## src/rtl/fetch_ctrl_pkg.sv

```systemverilog
// -----------------------------------------------------------------------------
// fetch_ctrl_pkg
//
// Shared definitions for the instruction-fetch sequencer: FSM state encoding,
// default widths, the reset fetch address and the sequential PC increment.
//
// No ports (package).
// -----------------------------------------------------------------------------
package fetch_ctrl_pkg;

    // Default widths and reset address; the top module exposes these as
    // parameters so a different configuration can override them.
    localparam int          DEF_PC_W     = 64;
    localparam int          DEF_INST_W   = 32;
    localparam logic [63:0] DEF_RESET_PC = 64'h8000_0000;

    // Sequential fetch step: fixed 4-byte instructions.
    localparam int          PC_INC       = 4;

    // Fetch sequencer states.
    //   IDLE : one cycle after reset release before the first request
    //   REQ  : request presented on the memory port
    //   WAIT : request accepted, waiting for its response
    //   HOLD : instruction held toward IF/ID until it is taken
    //   DROP : a redirected-away request is still outstanding; its response
    //          must be swallowed before a new request can go out
    typedef enum logic [2:0] {
        ST_IDLE = 3'd0,
        ST_REQ  = 3'd1,
        ST_WAIT = 3'd2,
        ST_HOLD = 3'd3,
        ST_DROP = 3'd4
    } state_e;

endpackage : fetch_ctrl_pkg

```

## src/rtl/fetch_ctrl.sv

```systemverilog
// -----------------------------------------------------------------------------
// fetch_ctrl
//
// Instruction-fetch sequencer in front of the IF/ID pipeline register. Owns the
// architectural fetch PC, issues one outstanding request at a time to the
// instruction memory, holds each returned instruction toward IF/ID and applies
// branch/jump redirects from EX, discarding any in-flight or held fetch.
//
// Ports:
//   clock            in   single clock, all state on posedge
//   reset            in   synchronous, active-high
//   redirect_valid   in   EX branch/jump taken this cycle
//   redirect_pc      in   redirect target (bits [1:0] forced to 0)
//   if_flush         out  combinational copy of redirect_valid (IF/ID flush)
//   imem_req_valid   out  fetch request valid (registered)
//   imem_req_addr    out  fetch address (registered)
//   imem_req_ready   in   memory accepts the request
//   imem_resp_valid  in   instruction returned (one per accepted request)
//   imem_resp_data   in   returned instruction
//   pc_valid         out  held instruction valid toward IF/ID (registered)
//   if_pc            out  PC of held instruction (registered)
//   if_instr         out  held instruction (registered)
//   if_ready         in   IF/ID accepts the held instruction
//   dbg_state        out  current FSM state, for observation only
//
// Handshakes: a transfer happens on a rising edge where valid and ready are
// both high. imem_req_valid/imem_req_addr hold steady until accepted, except
// that a redirect may retarget an unaccepted request. pc_valid/if_pc/if_instr
// hold steady until if_ready, except that a redirect withdraws them.
// -----------------------------------------------------------------------------
module fetch_ctrl
    import fetch_ctrl_pkg::*;
#(
    parameter int              PC_W     = DEF_PC_W,
    parameter int              INST_W   = DEF_INST_W,
    parameter logic [PC_W-1:0] RESET_PC = PC_W'(DEF_RESET_PC)
) (
    input  logic              clock,
    input  logic              reset,

    input  logic              redirect_valid,
    input  logic [PC_W-1:0]   redirect_pc,
    output logic              if_flush,

    output logic              imem_req_valid,
    output logic [PC_W-1:0]   imem_req_addr,
    input  logic              imem_req_ready,
    input  logic              imem_resp_valid,
    input  logic [INST_W-1:0] imem_resp_data,

    output logic              pc_valid,
    output logic [PC_W-1:0]   if_pc,
    output logic [INST_W-1:0] if_instr,
    input  logic              if_ready,

    output state_e            dbg_state
);

    // -------------------------------------------------------------------------
    // State and architectural fetch PC
    // -------------------------------------------------------------------------
    state_e            state_q, state_d;
    logic [PC_W-1:0]   pc_q, pc_d;
    logic              capture;       // latch response into the IF/ID holding regs

    // Registered outputs
    logic              req_valid_q;
    logic [PC_W-1:0]   req_addr_q;
    logic              pc_valid_q;
    logic [PC_W-1:0]   if_pc_q;
    logic [INST_W-1:0] if_instr_q;

    logic [PC_W-1:0]   redirect_aligned;

    // Instructions are 4-byte aligned; the low target bits are dropped.
    assign redirect_aligned = redirect_pc & ~PC_W'(3);

    // -------------------------------------------------------------------------
    // Next-state and PC update
    // -------------------------------------------------------------------------
    always_comb begin
        state_d = state_q;
        pc_d    = pc_q;
        capture = 1'b0;

        unique case (state_q)
            ST_IDLE: state_d = ST_REQ;
            ST_REQ: begin
                if (imem_req_ready) begin
                    state_d = ST_WAIT;
                end
            end
            ST_WAIT: begin
                if (imem_resp_valid) begin
                    state_d = ST_HOLD;
                    capture = 1'b1;
                end
            end
            ST_HOLD: begin
                if (if_ready) begin
                    state_d = ST_REQ;
                    pc_d    = pc_q + PC_W'(PC_INC);   // wraps mod 2^PC_W
                end
            end
            ST_DROP: begin
                if (imem_resp_valid) begin
                    state_d = ST_REQ;
                end
            end
            default: state_d = ST_IDLE;
        endcase

        // Redirect overrides everything above. Nothing fetched before the
        // redirect may reach IF/ID, so capture is always suppressed.
        if (redirect_valid) begin
            pc_d    = redirect_aligned;
            capture = 1'b0;
            unique case (state_q)
                ST_IDLE: state_d = ST_REQ;
                // An unaccepted request is simply retargeted; an accepted one
                // leaves a stale response to swallow.
                ST_REQ:  state_d = imem_req_ready  ? ST_DROP : ST_REQ;
                // If the response lands in the redirect cycle it is the stale
                // one, so nothing is left outstanding.
                ST_WAIT: state_d = imem_resp_valid ? ST_REQ  : ST_DROP;
                ST_HOLD: state_d = ST_REQ;
                // Same reasoning as WAIT: a response arriving now retires the
                // outstanding stale request, otherwise keep waiting for it.
                ST_DROP: state_d = imem_resp_valid ? ST_REQ  : ST_DROP;
                default: state_d = ST_IDLE;
            endcase
        end
    end

    always_ff @(posedge clock) begin
        if (reset) begin
            state_q <= ST_IDLE;
            pc_q    <= RESET_PC;
        end else begin
            state_q <= state_d;
            pc_q    <= pc_d;
        end
    end

    // -------------------------------------------------------------------------
    // Registered outputs, derived from the next state so they line up with the
    // state register without an extra cycle of latency.
    // -------------------------------------------------------------------------
    always_ff @(posedge clock) begin
        if (reset) begin
            req_valid_q <= 1'b0;
            req_addr_q  <= RESET_PC;
            pc_valid_q  <= 1'b0;
            if_pc_q     <= '0;
            if_instr_q  <= '0;
        end else begin
            req_valid_q <= (state_d == ST_REQ);
            req_addr_q  <= pc_d;
            pc_valid_q  <= (state_d == ST_HOLD);
            if (capture) begin
                if_pc_q    <= pc_q;
                if_instr_q <= imem_resp_data;
            end
        end
    end

    assign if_flush       = redirect_valid;
    assign imem_req_valid = req_valid_q;
    assign imem_req_addr  = req_addr_q;
    assign pc_valid       = pc_valid_q;
    assign if_pc          = if_pc_q;
    assign if_instr       = if_instr_q;
    assign dbg_state      = state_q;

endmodule : fetch_ctrl

```

## config.mk

```make
export PLATFORM = sky130hd
export DESIGN_NAME = fetch_ctrl
export DESIGN_NICKNAME = d
export VERILOG_FILES = /design/src/rtl/fetch_ctrl_pkg.sv /design/src/rtl/fetch_ctrl.sv
export SDC_FILE = /design/constraint.sdc
export NUM_CORES = 1
export LEC_CHECK = 0
export ABC_AREA = 1
export CAP_MARGIN = 20
export CORE_MARGIN = 1.5
export CORE_UTILIZATION = 50
export CTS_CLUSTER_SIZE = 25
export DETAILED_ROUTE_END_ITERATION = 10
export GPL_TIMING_DRIVEN = 0
export PLACE_DENSITY = 0.87
export SETUP_SLACK_MARGIN = 0.02
export SLEW_MARGIN = 20
export SYNTH_ARGS = -nofsm -noshare
export SYNTH_HDL_FRONTEND = slang
export SYNTH_SLANG_ARGS = --single-unit
```

## constraint.sdc

```tcl
create_clock -name clock -period 2.97 [get_ports clock]
set_input_delay 0.4455 -clock clock [delete_from_list [all_inputs] [get_ports clock]]
set_output_delay 0.4455 -clock clock [all_outputs]
set_load 0.005 [all_outputs]
```

==> impl_results.md <==
- Netlist cell types: 39
- Clk sinks: ~160
- Startpoint Class: flop
- Slew HR: 44.03%
- Main synth FF type: dfxtp_1
- HP Start: if_instr[17]
- Sw Ratio: 27.41%
- Required time worst endpoint: roughly 3300 ps
- Fmax: 405.7 MHz
- Status: completed
- RR Endpoint: if_pc[26]
- Largest family of logic cells by synthesized area: simple AND/OR/NAND/NOR gates
- Critical path type: flop to flop
- Final HPWL from detailed placement: 24.92 mm
- IO Port Bufs: 260
- First-pass GRT wire length: 49.82 mm
- Comb pwr share: a little under an eighth
- CTS tree: built
- Clock share of power: 42.0%
- Xor/xnor share of the synthesized area: between 2 and 2.5%
- Internal power: 3.670 mW
- Antenna Nets Post-Route: 0
- Vias: around 9800
- I/O pins: ~270
- Sequential cell area fraction in the yosys report: between 40 and 50%
- Routed vias/inst: 5.716
- Overflow after GRT: 0
- Largest fanout on the critical path: 10
- Power density over cell area: 444.6 nW/µm²
- Critical R2R Launch: dbg_state[1]
- Most common cell after layout, fill and taps aside: clkdlybuf4s50_1
- GRT Util Overall: 39.88%
- Post-Route WL: 33.17 mm
- Hold-fix buffers at CTS: 0
- # DRC: 0
- RePlAce Congestion: 0.9976
- Die Span Y: 129.0 µm
- Sequential share of power: 46.2%
- Nets@finish: 1585
- Worst setup startpoint: dbg_state[1]
- Min-Delay Path Depth: 2
- Die area: 16640 µm²
- Worst clock skew: between 10 and 15 ps
- Synthesized cell area: 7936 µm²
- Most frequent cells in the layout: 260 x clkdlybuf4s50_1, 258 x nand2_1, 252 x nor2_1, 161 x dfxtp_1, 123 x o21ai_0
- Worst r2r path cells: 8
- Clock slew at reported path FFs: 70 ps
- Critical Path AT: between 2000 and 3000 ps
- Number of flops mapped to enable cells by yosys: 0
- Synthesis Warnings: 0
- Setup TNS Final: 0 ps
- Pleak: 4.373 nW
- H-tree Lvls: 4
- Worst hold margin: 501.2 ps
- Vias in the first global route: 9219
- # rows: 45
- Post-layout min period: 2465 ps
- NetSw: roughly 1.4 mW
- Hold Path Sink: if_instr[17]
- # setup viols final: 0
- Synth Area in Compound Gates: 16.06%
- HP Class: flop to flop
- Core ar.: 15370 µm²
- Max Slew Vio Count: 0
- Peak supply drop: approximately 0.00038 V
- Share of cells above drive strength 1: 5.890%
- Total CTS buffers: 17
- Clk_lat worst skew: around 450 ps
- Max_cap viols: 0
- Area growth syn-to-layout: 43.26%
- Slack of the worst reg-to-reg path: approximately 500 ps
- Initial Util: 51.63%
- Clk buf depth: 2
- First-pass DRT Iterations: 6
- Syn Area/Cell: 6.614 µm²
- Mux contribution to synthesized area: 0%
- Total power: roughly 5 mW
- Fin. Hold Viols: 0
- CP Capture Type: flop
- RSZ-0062 raised after global routing: false
- Drt wl/cell: 19.44 µm
- Largest net degree at the start of global routing: 17
- Iter 0 DRT Violations: 1035
- Die width: 129.0 µm
- Synthesized instance count: 1200
- Initial antenna violation count: 1
- Async set or reset register ratio after synthesis: 0%
- Adder-cell share of the synthesized area: less than 1%
- Setup bufs post-CTS: 0
- Synthesized flop and latch total: 161
- Actual slew at the worst max-slew pin: 836.9 ps
- CTS Root Cell: clkbuf_16
- Simple-Gate Fraction of Synth Area: 33.41%
- Final period utilization: a little over 80%
- Resized Gates After CTS: 0
==> through the flow <==
step | std cells | util (%) | cell area [µm²] | setup slack (ps)
finish | 1706 | 73.97 | 11370 | 505.3
global route | 1705 | 73.95 | 11370 | 397.5
CTS | 1705 | 73.95 | 11370 | 611.4
floorplan | 1203 | - | 7948 | 1360
detailed placement | 1674 | 70.35 | 10810 | 212.0
global placement | 1674 | 70.35 | 10810 | 346.5
==> worst max path at each step <==
stage | to | slack, ps
final | if_pc[26] | 510
after global routing | if_pc[26] | 400
after global placement | if_pc[46] | 350
after CTS | if_pc[26] | 610
after detailed placement | if_pc[26] | 210
after floorplan | imem_req_addr[58] | 1360
==> power groups by stage <==
stage	clock network, mW	logic [mW]	registers, mW
5_1_grt	2.19	0.641	2.34
3_5_place_dp	0	0.582	2.38
6_report	2.12	0.599	2.34
2_1_floorplan	0	0.220	2.35
3_3_place_gp	0	0.574	2.38
4_1_cts	2.11	0.589	2.33
==> metal layers <==
| metal | global-route usage [%] | part of all wire [%] |
|---|---|---|
| met5 | 0 | 0.039 |
| met4 | 19.96 | 4.6 |
| met3 | 9.231 | 11 |
| met2 | 64.52 | 45 |
| met1 | 50.04 | 39 |
==> final cells by class <==
class | count | area (µm²)
clock inverter | 12 | 100.1
antenna | 1 | 2.502
multi-input combinational | 893 | 4120
inverter | 89 | 334.1
buffer | 60 | 270.3
clock buffer | 19 | 452.9
timing repair buffer | 260 | 2603
tap | 211 | 264.0
fill | 1199 | 4001
sequential | 161 | 3223
==> critical path: stages, from the launching register on <==
cell	delay, ps
dfxtp_1	430
inv_2	70
nor3_2	180
inv_2	70
nor3_4	640
inv_2	250
clkbuf_1	410
nor2_1	220
nor2_1	70
==> kinds of logic (layout without fill, tap and decap cells) <==
kind of cell | count (synthesis) | in the layout
AOI/OAI and AO/OA | 243 | 243
and+or+nand+nor | 626 | 626
buffers and inverters | 149 | 440
adders and majority gates | 1 | 1
other | 1 | 5
xor gates and xnor gates | 19 | 19
DFF | 161 | 161
==> cells in the mapped netlist (8+ instances only) <==
library cell	count	area (µm²)
a21oi_1	70	350.3
a31oi_1	27	168.9
buf_2	12	60.06
clkbuf_1	37	138.9
dfxtp_1	161	3223
inv_1	81	304.0
nand2_1	258	968.4
nand3_1	54	270.3
nand4_1	19	118.9
nor2_1	252	945.9
nor2_2	8	50.05
nor3_1	12	60.06
o21ai_0	123	615.6
o21ai_1	13	65.06
xnor2_1	9	78.83
xor2_1	10	87.58
==> registers in the layout, summed over array words and instances, names as in the netlist <==
signal          count
dbg_state           3
if_instr           32
if_pc              62
imem_req_addr      62
imem_req_valid      1
pc_valid            1
Note: power is estimated with default switching activity, not from simulation.
